`src/rtl/bit_population_pkg.sv`:
```
// Sizing helpers shared by the population accumulator and its bench.
// All functions are constant-evaluable so they can size ports and generate loops.
package bit_population_pkg;

    function automatic int cnt_w(input int width);
        return $clog2(width + 1);
    endfunction

    function automatic int sum_w(input int width, input int max_beats);
        return $clog2(width * max_beats + 1);
    endfunction

    function automatic int nleaf(input int width, input int leaf);
        return (width + leaf - 1) / leaf;
    endfunction

    function automatic int tree_stages(input int n_leaf);
        return $clog2(n_leaf);
    endfunction

    // Number of nodes at tree level k (level 0 = leaves).
    function automatic int lvl_n(input int n_leaf, input int k);
        return (n_leaf + (1 << k) - 1) >> k;
    endfunction

    // Tree nodes are stored flat, level by level; this returns where level k starts.
    function automatic int lvl_off(input int n_leaf, input int k);
        int o;
        o = 0;
        for (int j = 0; j < k; j++) o += lvl_n(n_leaf, j);
        return o;
    endfunction

    // Beat counter saturates at MAX_BEATS+1.
    function automatic int beats_w(input int max_beats);
        return $clog2(max_beats + 2);
    endfunction

endpackage

```
`src/rtl/popcount_leaf.sv`:
```
// Combinational popcount of one LEAF-bit slice; mode inverts the bits first and
// mask removes padding bits so they count zero in either mode.
module popcount_leaf #(
    parameter int LEAF = 4,
    parameter int CW   = $clog2(LEAF + 1)
) (
    input  logic [LEAF-1:0] bits,
    input  logic [LEAF-1:0] mask,
    input  logic            mode,
    output logic [CW-1:0]   cnt
);

    always_comb begin
        cnt = '0;
        for (int j = 0; j < LEAF; j++) begin
            cnt = cnt + CW'(mask[j] & (bits[j] ^ mode));
        end
    end

endmodule

```
`src/rtl/bit_population_accumulator.sv`:
```
// Pipelined per-beat popcount (leaf counters + registered adder tree) feeding a
// saturating per-frame accumulator with a valid/ready output register.
module bit_population_accumulator
    import bit_population_pkg::*;
#(
    parameter  int WIDTH     = 24,
    parameter  int LEAF      = 4,
    parameter  int MAX_BEATS = 256,
    localparam int SUM_W     = sum_w(WIDTH, MAX_BEATS)
) (
    input  logic             clk_i,
    input  logic             srst_i,
    input  logic [WIDTH-1:0] data_i,
    input  logic             mode_i,
    input  logic             data_last_i,
    input  logic             data_val_i,
    output logic             data_ready_o,
    output logic [SUM_W-1:0] total_o,
    output logic             total_ovf_o,
    output logic             total_val_o,
    input  logic             total_ready_i
);

    localparam int CNT_W = cnt_w(WIDTH);
    localparam int NLEAF = nleaf(WIDTH, LEAF);
    localparam int TS    = tree_stages(NLEAF);
    localparam int NODES = lvl_off(NLEAF, TS + 1);
    localparam int LW    = $clog2(LEAF + 1);
    localparam int PADW  = NLEAF * LEAF;
    localparam int BW    = beats_w(MAX_BEATS);
    localparam logic [PADW-1:0]  MASK = PADW'({WIDTH{1'b1}});
    localparam logic [SUM_W-1:0] SAT  = '1;

    logic                        en;
    logic [PADW-1:0]             data_pad;
    logic [NODES-1:0][CNT_W-1:0] tree_d, tree_q;
    logic [TS:0]                 vld_pipe, last_pipe;
    logic [SUM_W-1:0]            acc;
    logic [BW-1:0]               beats;
    logic [CNT_W-1:0]            cnt;
    logic [SUM_W:0]              sum_ext;
    logic [SUM_W-1:0]            sum_sat;
    logic                        over_beats;

    assign en           = !total_val_o || total_ready_i;
    assign data_ready_o = en;
    assign data_pad     = PADW'(data_i);

    for (genvar i = 0; i < NLEAF; i++) begin : g_leaf
        logic [LW-1:0] leaf_cnt;
        popcount_leaf #(.LEAF(LEAF), .CW(LW)) u_leaf (
            .bits (data_pad[i*LEAF +: LEAF]),
            .mask (MASK[i*LEAF +: LEAF]),
            .mode (mode_i),
            .cnt  (leaf_cnt)
        );
        assign tree_d[i] = CNT_W'(leaf_cnt);
    end

    // Each level sums pairs of the previous level's registered nodes; an odd tail passes through.
    for (genvar k = 1; k <= TS; k++) begin : g_lvl
        for (genvar i = 0; i < lvl_n(NLEAF, k); i++) begin : g_node
            localparam int SRC = lvl_off(NLEAF, k - 1) + 2 * i;
            localparam int DST = lvl_off(NLEAF, k) + i;
            if (2 * i + 1 < lvl_n(NLEAF, k - 1)) begin : g_pair
                assign tree_d[DST] = tree_q[SRC] + tree_q[SRC+1];
            end else begin : g_pass
                assign tree_d[DST] = tree_q[SRC];
            end
        end
    end

    always_ff @(posedge clk_i) begin
        if (en) begin
            tree_q       <= tree_d;
            last_pipe[0] <= data_last_i;
            for (int k = 1; k <= TS; k++) last_pipe[k] <= last_pipe[k-1];
        end
    end

    assign cnt        = tree_q[NODES-1];
    assign sum_ext    = {1'b0, acc} + (SUM_W+1)'(cnt);
    assign sum_sat    = sum_ext[SUM_W] ? SAT : sum_ext[SUM_W-1:0];
    assign over_beats = (beats >= BW'(MAX_BEATS));

    always_ff @(posedge clk_i) begin
        if (srst_i) begin
            vld_pipe    <= '0;
            acc         <= '0;
            beats       <= '0;
            total_o     <= '0;
            total_ovf_o <= 1'b0;
            total_val_o <= 1'b0;
        end else if (en) begin
            vld_pipe[0] <= data_val_i;
            for (int k = 1; k <= TS; k++) vld_pipe[k] <= vld_pipe[k-1];
            total_val_o <= 1'b0;
            if (vld_pipe[TS]) begin
                if (last_pipe[TS]) begin
                    total_o     <= sum_sat;
                    total_ovf_o <= over_beats | sum_ext[SUM_W];
                    total_val_o <= 1'b1;
                    acc         <= '0;
                    beats       <= '0;
                end else begin
                    acc <= sum_sat;
                    if (beats != BW'(MAX_BEATS + 1)) beats <= beats + 1'b1;
                end
            end
        end
    end

endmodule

```
`config.mk`:
```
export PLATFORM = sky130hd
export DESIGN_NAME = bit_population_accumulator
export DESIGN_NICKNAME = d
export VERILOG_FILES = /design/src/rtl/bit_population_pkg.sv /design/src/rtl/popcount_leaf.sv /design/src/rtl/bit_population_accumulator.sv
export SDC_FILE = /design/constraint.sdc
export NUM_CORES = 1
export LEC_CHECK = 0
export ABC_AREA = 1
export ABC_CLOCK_PERIOD_IN_PS = 3350
export BUFFER_PORTS_ARGS = -buffer_cell sky130_fd_sc_hd__buf_2
export CORE_ASPECT_RATIO = 0.75
export CORE_MARGIN = 2
export CORE_UTILIZATION = 35
export DETAILED_ROUTE_END_ITERATION = 8
export PLACE_DENSITY = 0.63
export SYNTH_ARGS = -nofsm -noshare
export SYNTH_HDL_FRONTEND = slang
export SYNTH_SLANG_ARGS = --single-unit
```
`constraint.sdc`:
```
create_clock -name clk_i -period 3.35 [get_ports clk_i]
set_clock_uncertainty 0.1 [all_clocks]
set_input_delay 0.8375 -clock clk_i [delete_from_list [all_inputs] [get_ports clk_i]]
set_output_delay 0.8375 -clock clk_i [all_outputs]
set_load 0.01 [all_outputs]
```
---- Yosys cells after proc, flatten, opt, wreduce, memory -nomap -nowiden ----
Cells that the tools add are included.
storage, ports and cells
  flip-flop bits (word level) ............. 93
  output and inout port bits .............. 16
  word-level logic and storage cells ...... 83
cells by class
  add/subtract/negate cells ............... 25
  $lt $le $gt $ge ......................... 1
  eq/ne operators ......................... 1
  muxes and demuxes ....................... 6
  bitwise gates (word level) .............. 25
  reduce and logical (&&, ||, !) cells .... 6
operators with widths
  operator             count
  $add 3x1->3          12
  $mux 13              2
  $xor 1x1->1          24
  $mux 9               2
  $add 13x5->14        1
  $add 1x1->2          6
  $add 3x3->4          3
  $add 5x5->5          2
  $add 9x1->9 const B  1
  $ge 9x9->1 const B   1
  $ne 9x9->1 const B   1
  $reduce_and 3->1     2
  $mux 1               2
  $reduce_and 2->1     1
  $reduce_bool 2->1    1
  $logic_not 1->1      1
  $logic_or 1x1->1     1
  $or 1x1->1           1

---- Depth between registers and ports, before layout ----
  depth after elaboration ................. 4
  depth in mapped cells ................... 12
  mapped depth without buffers ............ 12

---- Cells and area by module ----
Synthesis repeated with hierarchy kept, for this count alone.
second synthesis, totals
  cell total of the unflattened synthesis .. 566
  area total of the unflattened synthesis .. 4987.3 sq um
by module, submodules not included
  module                      instances  cells each  area each (sq um)  seq. area each (sq um)
  bit_population_accumulator  1          446         4214.0             2262.2
  popcount_leaf               6          20          128.9              0.0

---- Least setup slack after synthesis ----
OpenSTA, ideal clock, no wires.
  path type ............................... input to register
  from .................................... input mode_i
  to ...................................... register tree_q[16] (netlist name), data pin
  setup time .............................. 0.261 ns
  arrival ................................. 2.431 ns
  required time ........................... 2.989 ns
  path slack .............................. 0.559 ns
  cell stages on the path ................. 6
  cells stage by stage .................... clkbuf_1 buf_2 xor2_1 ha_1 fa_1 ha_1
between the ends
  cells in the longest elaborated chain, start to end .. 4
ends and longest elaborated chain
  item                       RTL line                          RTL
  start, declared            bit_population_accumulator.sv:14  input logic mode_i,
  $xor 1x1->1                popcount_leaf.sv:16               cnt = cnt + CW'(mask[j] & (bits[j] ^ mode));
  $add 1x1->2                popcount_leaf.sv:16
  $add 3x1->3                popcount_leaf.sv:16
  $add 3x1->3 (*)            popcount_leaf.sv:16
  via g_leaf[3].leaf_cnt[1]  bit_population_accumulator.sv:50  logic [LW-1:0] leaf_cnt;
  end signal, assigned       bit_population_accumulator.sv:75  tree_q <= tree_d;
  end, declared              bit_population_accumulator.sv:36  logic [NODES-1:0][CNT_W-1:0] tree_d, tree_q;
The timed path passes the listed nets; every way through them passes the cells marked *.
A chain may end at the register's enable or synchronous reset.

---- Worst setup path after layout ----
  from .................................... input total_ready_i
  to ...................................... register acc[1]
between the ends
  cells in the longest elaborated chain, start to end .. 2
ends and longest elaborated chain
  item                        RTL line                           RTL
  start, declared             bit_population_accumulator.sv:21   input logic total_ready_i
  $logic_or 1x1->1            bit_population_accumulator.sv:45   assign en = !total_val_o || total_ready_i;
  $reduce_and 2->1 (no line)  n/a
  end signal, assigned        bit_population_accumulator.sv:106  acc <= sum_sat;
  end, declared               bit_population_accumulator.sv:38   logic [SUM_W-1:0] acc;
Every way passes these cells.

==> out/metrics.yaml <==
run_status:
  outcome: "completed"
drt:
  drtIter0Drc: 271
  dr.pass1.iters: 4
  vias_per_cell: 4.66
  ant_nets: 0
  wirelength_microns: 8790
  wl_per_cell_microns: 12.0
  vias: 3406
  drc: 0
sta:
  whs_ns: 0.320
  finalSetupTns_ns: 0
  hold_viol_final: 0
  worst_pin_slew_ns: 1.10
  rsz0062_at_grt: "false"
  setup-violations-final: 0
  timing.final.crit_share_pct: 75.1
  drv_slew: 0
  relSlewSlack_pct: 26.3
  fmax_ghz: 0.398
  layout_min_cycle_time_ns: 2.51
setup_path:
  start_kind: "primary input"
  cp.arrival_ns: 2.69
  crit_fanout: 16
  rrSetupSlack_ns: 1.04
  end_kind: "flip-flop"
  crit_type: "primary input to flip-flop"
  crit_slowest_cell: "nor2_1"
  critPathRequiredTime_ns: 3.53
  critPathMaxStageDelay_ns: 0.89
  path_cells: "buf_2 -> nor2_2 -> inv_2 -> nand2_2 -> nor2_1 -> nand2_1 -> a21oi_2"
final_layout:
  drive_above_1_share_pct: 18.0
  layout.nets: 630
  area_growth_syn_to_layout_pct: 14.2
  post-route-util_pct: 40.4
  n_antenna_cell: 0
clock_tree:
  cts_max_level: 3
  hold_buffers: 0
  cts_buffers: 9
  clock_sinks: 89
  insertion_delay_ns: 0.35
  tritoncts: "done"
  cts_root_buf: "clkbuf_16"
  cts_buffer_depth: 2
  cts_setup_buffers: 0
  clk_pin_slew_ns: 0.06
  ctsResizeCount: 0
synthesis:
  synth_area_leaders: "edfxtp_1 30%, dfxtp_1 17%, ha_1 9.4%, nand2_1 6.6%, xor2_1 5.7%"
  synth_nets: 582
  synth_common_cells: "85 x nand2_1, 56 x inv_1, 51 x nor2_1"
  yosysWarnings: 0
  synth_top_area_share_pct: 30.0
  synthFlopType: "edfxtp_1"
  yosysSeqAreaShare_pct: 47.1
  synth_edf_count: 48
  synth_area_leader_cell: "edfxtp_1"
  synth.most_common_cell: "nand2_1"
  syn_inst: 504
  synth_seq_cells: 89
  syn_area_sq_um: 4800
  avgSynthCellArea_sq_um: 9.53
  ys_async_sr_fraction_pct: 0
  ys_types: 27
hold_path:
  min-delay-path-class: "flip-flop to flip-flop"
run:
  cap_violations: 0
floorplanning:
  die_x_microns: 139
  die_h_microns: 105
  placementRows: 37
  start_util_pct: 35.4
  io_pins: 46
  dieArea_sq_um: 14700
  core_area_sq_um: 13600
grt:
  grt_max_degree: 41
  grt.overflow.total: 0
  grt_use_total_pct: 12.8
  antenna_found_initial: 0
  grt_pass1_vias: 3353
  grt_pass1_wl_microns: 15300
power:
  p_per_area_nw_per_um2: 598
  p_leak_nw: 2.44
  vdd_drop_max_mv: 0.324
place:
  place_congestion: 0.890
  port_buffers: 45
  dp_hpwl_microns: 6500
-- area by class of cell --
class	instances	area, sq um
inverters	59	221
multi-input cells	344	2250
clock inverters	6	50.0
repair buffers	49	255
fillers	1317	8080
clock buffers	9	225
well taps	175	219
flip-flops and latches	89	2260
-- flip-flops by register name, indices dropped and copies added, names as in the netlist --
name / cells
cnt: 5
acc: 13
tree_q: 35
total_o: 13
tree_d: 4
total_ovf_o: 1
vld_pipe: 4
beats: 9
total_val_o: 1
last_pipe: 4
-- logic make-up (layout without fill, tap and decap cells) --
| logic type | count (synthesis) | after routing | share of synthesized area (%) |
|---|---|---|---|
| XOR/XNOR | 36 | 36 | 6.56 |
| flip-flops | 89 | 89 | 47.1 |
| adder cells (fa/ha/maj) | 48 | 48 | 14.4 |
| buffers and inverters | 71 | 123 | 5.99 |
| AO/OA/AOI/OAI | 57 | 57 | 6.72 |
| AND/OR/NAND/NOR | 203 | 203 | 19.2 |
-- per-layer routing --
| layer | GRT usage, % | wire [microns] |
|---|---|---|
| met4 | 3.68 | 102 |
| met5 | 0 | 0 |
| met3 | 4.00 | 522 |
| met2 | 20.9 | 3960 |
| met1 | 16.5 | 4200 |
-- stage by stage --
step / std cells / setup slack, ns / total power, mW / instance area (sq um)
floorplan: 504 / 0.559 / 2.16 / 4800
global placement: 716 / 0.525 / 2.33 / 5210
detailed placement: 716 / 0.478 / 2.38 / 5210
CTS: 731 / 0.816 / 3.33 / 5490
global route: 731 / 0.637 / 3.52 / 5490
finish: 731 / 0.835 / 3.28 / 5490
-- critical path, delay by kind of cell --
family / cells / cell delay (ns)
and+or+nand+nor: 4 / 1.35
buffers and inverters: 2 / 0.33
AOI/OAI and AO/OA: 1 / 0.17
-- worst paths after layout --
kind / startpoint / endpoint / cells after the start
worst max-delay path: total_ready_i / acc[1] / 7
worst min-delay path: last_pipe[2] / last_pipe[3] / 0
worst max register to register: total_val_o / acc[1] / 7
worst min register to register: last_pipe[2] / last_pipe[3] / 0
-- power breakdown --
group,total [mW],internal [mW],leakage (nW),switching [mW]
registers,1.57,1.48,0.857,0.0931
logic,0.764,0.338,1.46,0.426
clock network,0.943,0.509,0.129,0.435
total,3.28,2.33,2.44,0.953
-- cell usage in the layout (no fill, tap or decap), drive strengths merged --
cell | synthesis | routed
o21ai | 21 | 21
or2 | 1 | 1
xnor2 | 5 | 5
a31oi | 1 | 1
o31ai | 1 | 1
fa | 12 | 12
nand3 | 36 | 36
dfxtp | 41 | 41
inv | 59 | 63
nand3b | 3 | 3
ha | 36 | 36
nor2 | 56 | 56
xor2 | 31 | 31
nand4 | 6 | 6
nand2 | 98 | 98
buf | 7 | 49
a21oi | 34 | 34
clkbuf | 5 | 9
nor3 | 3 | 3
edfxtp | 48 | 48
clkinvlp | 0 | 2
(Power assumes the default switching activity.)
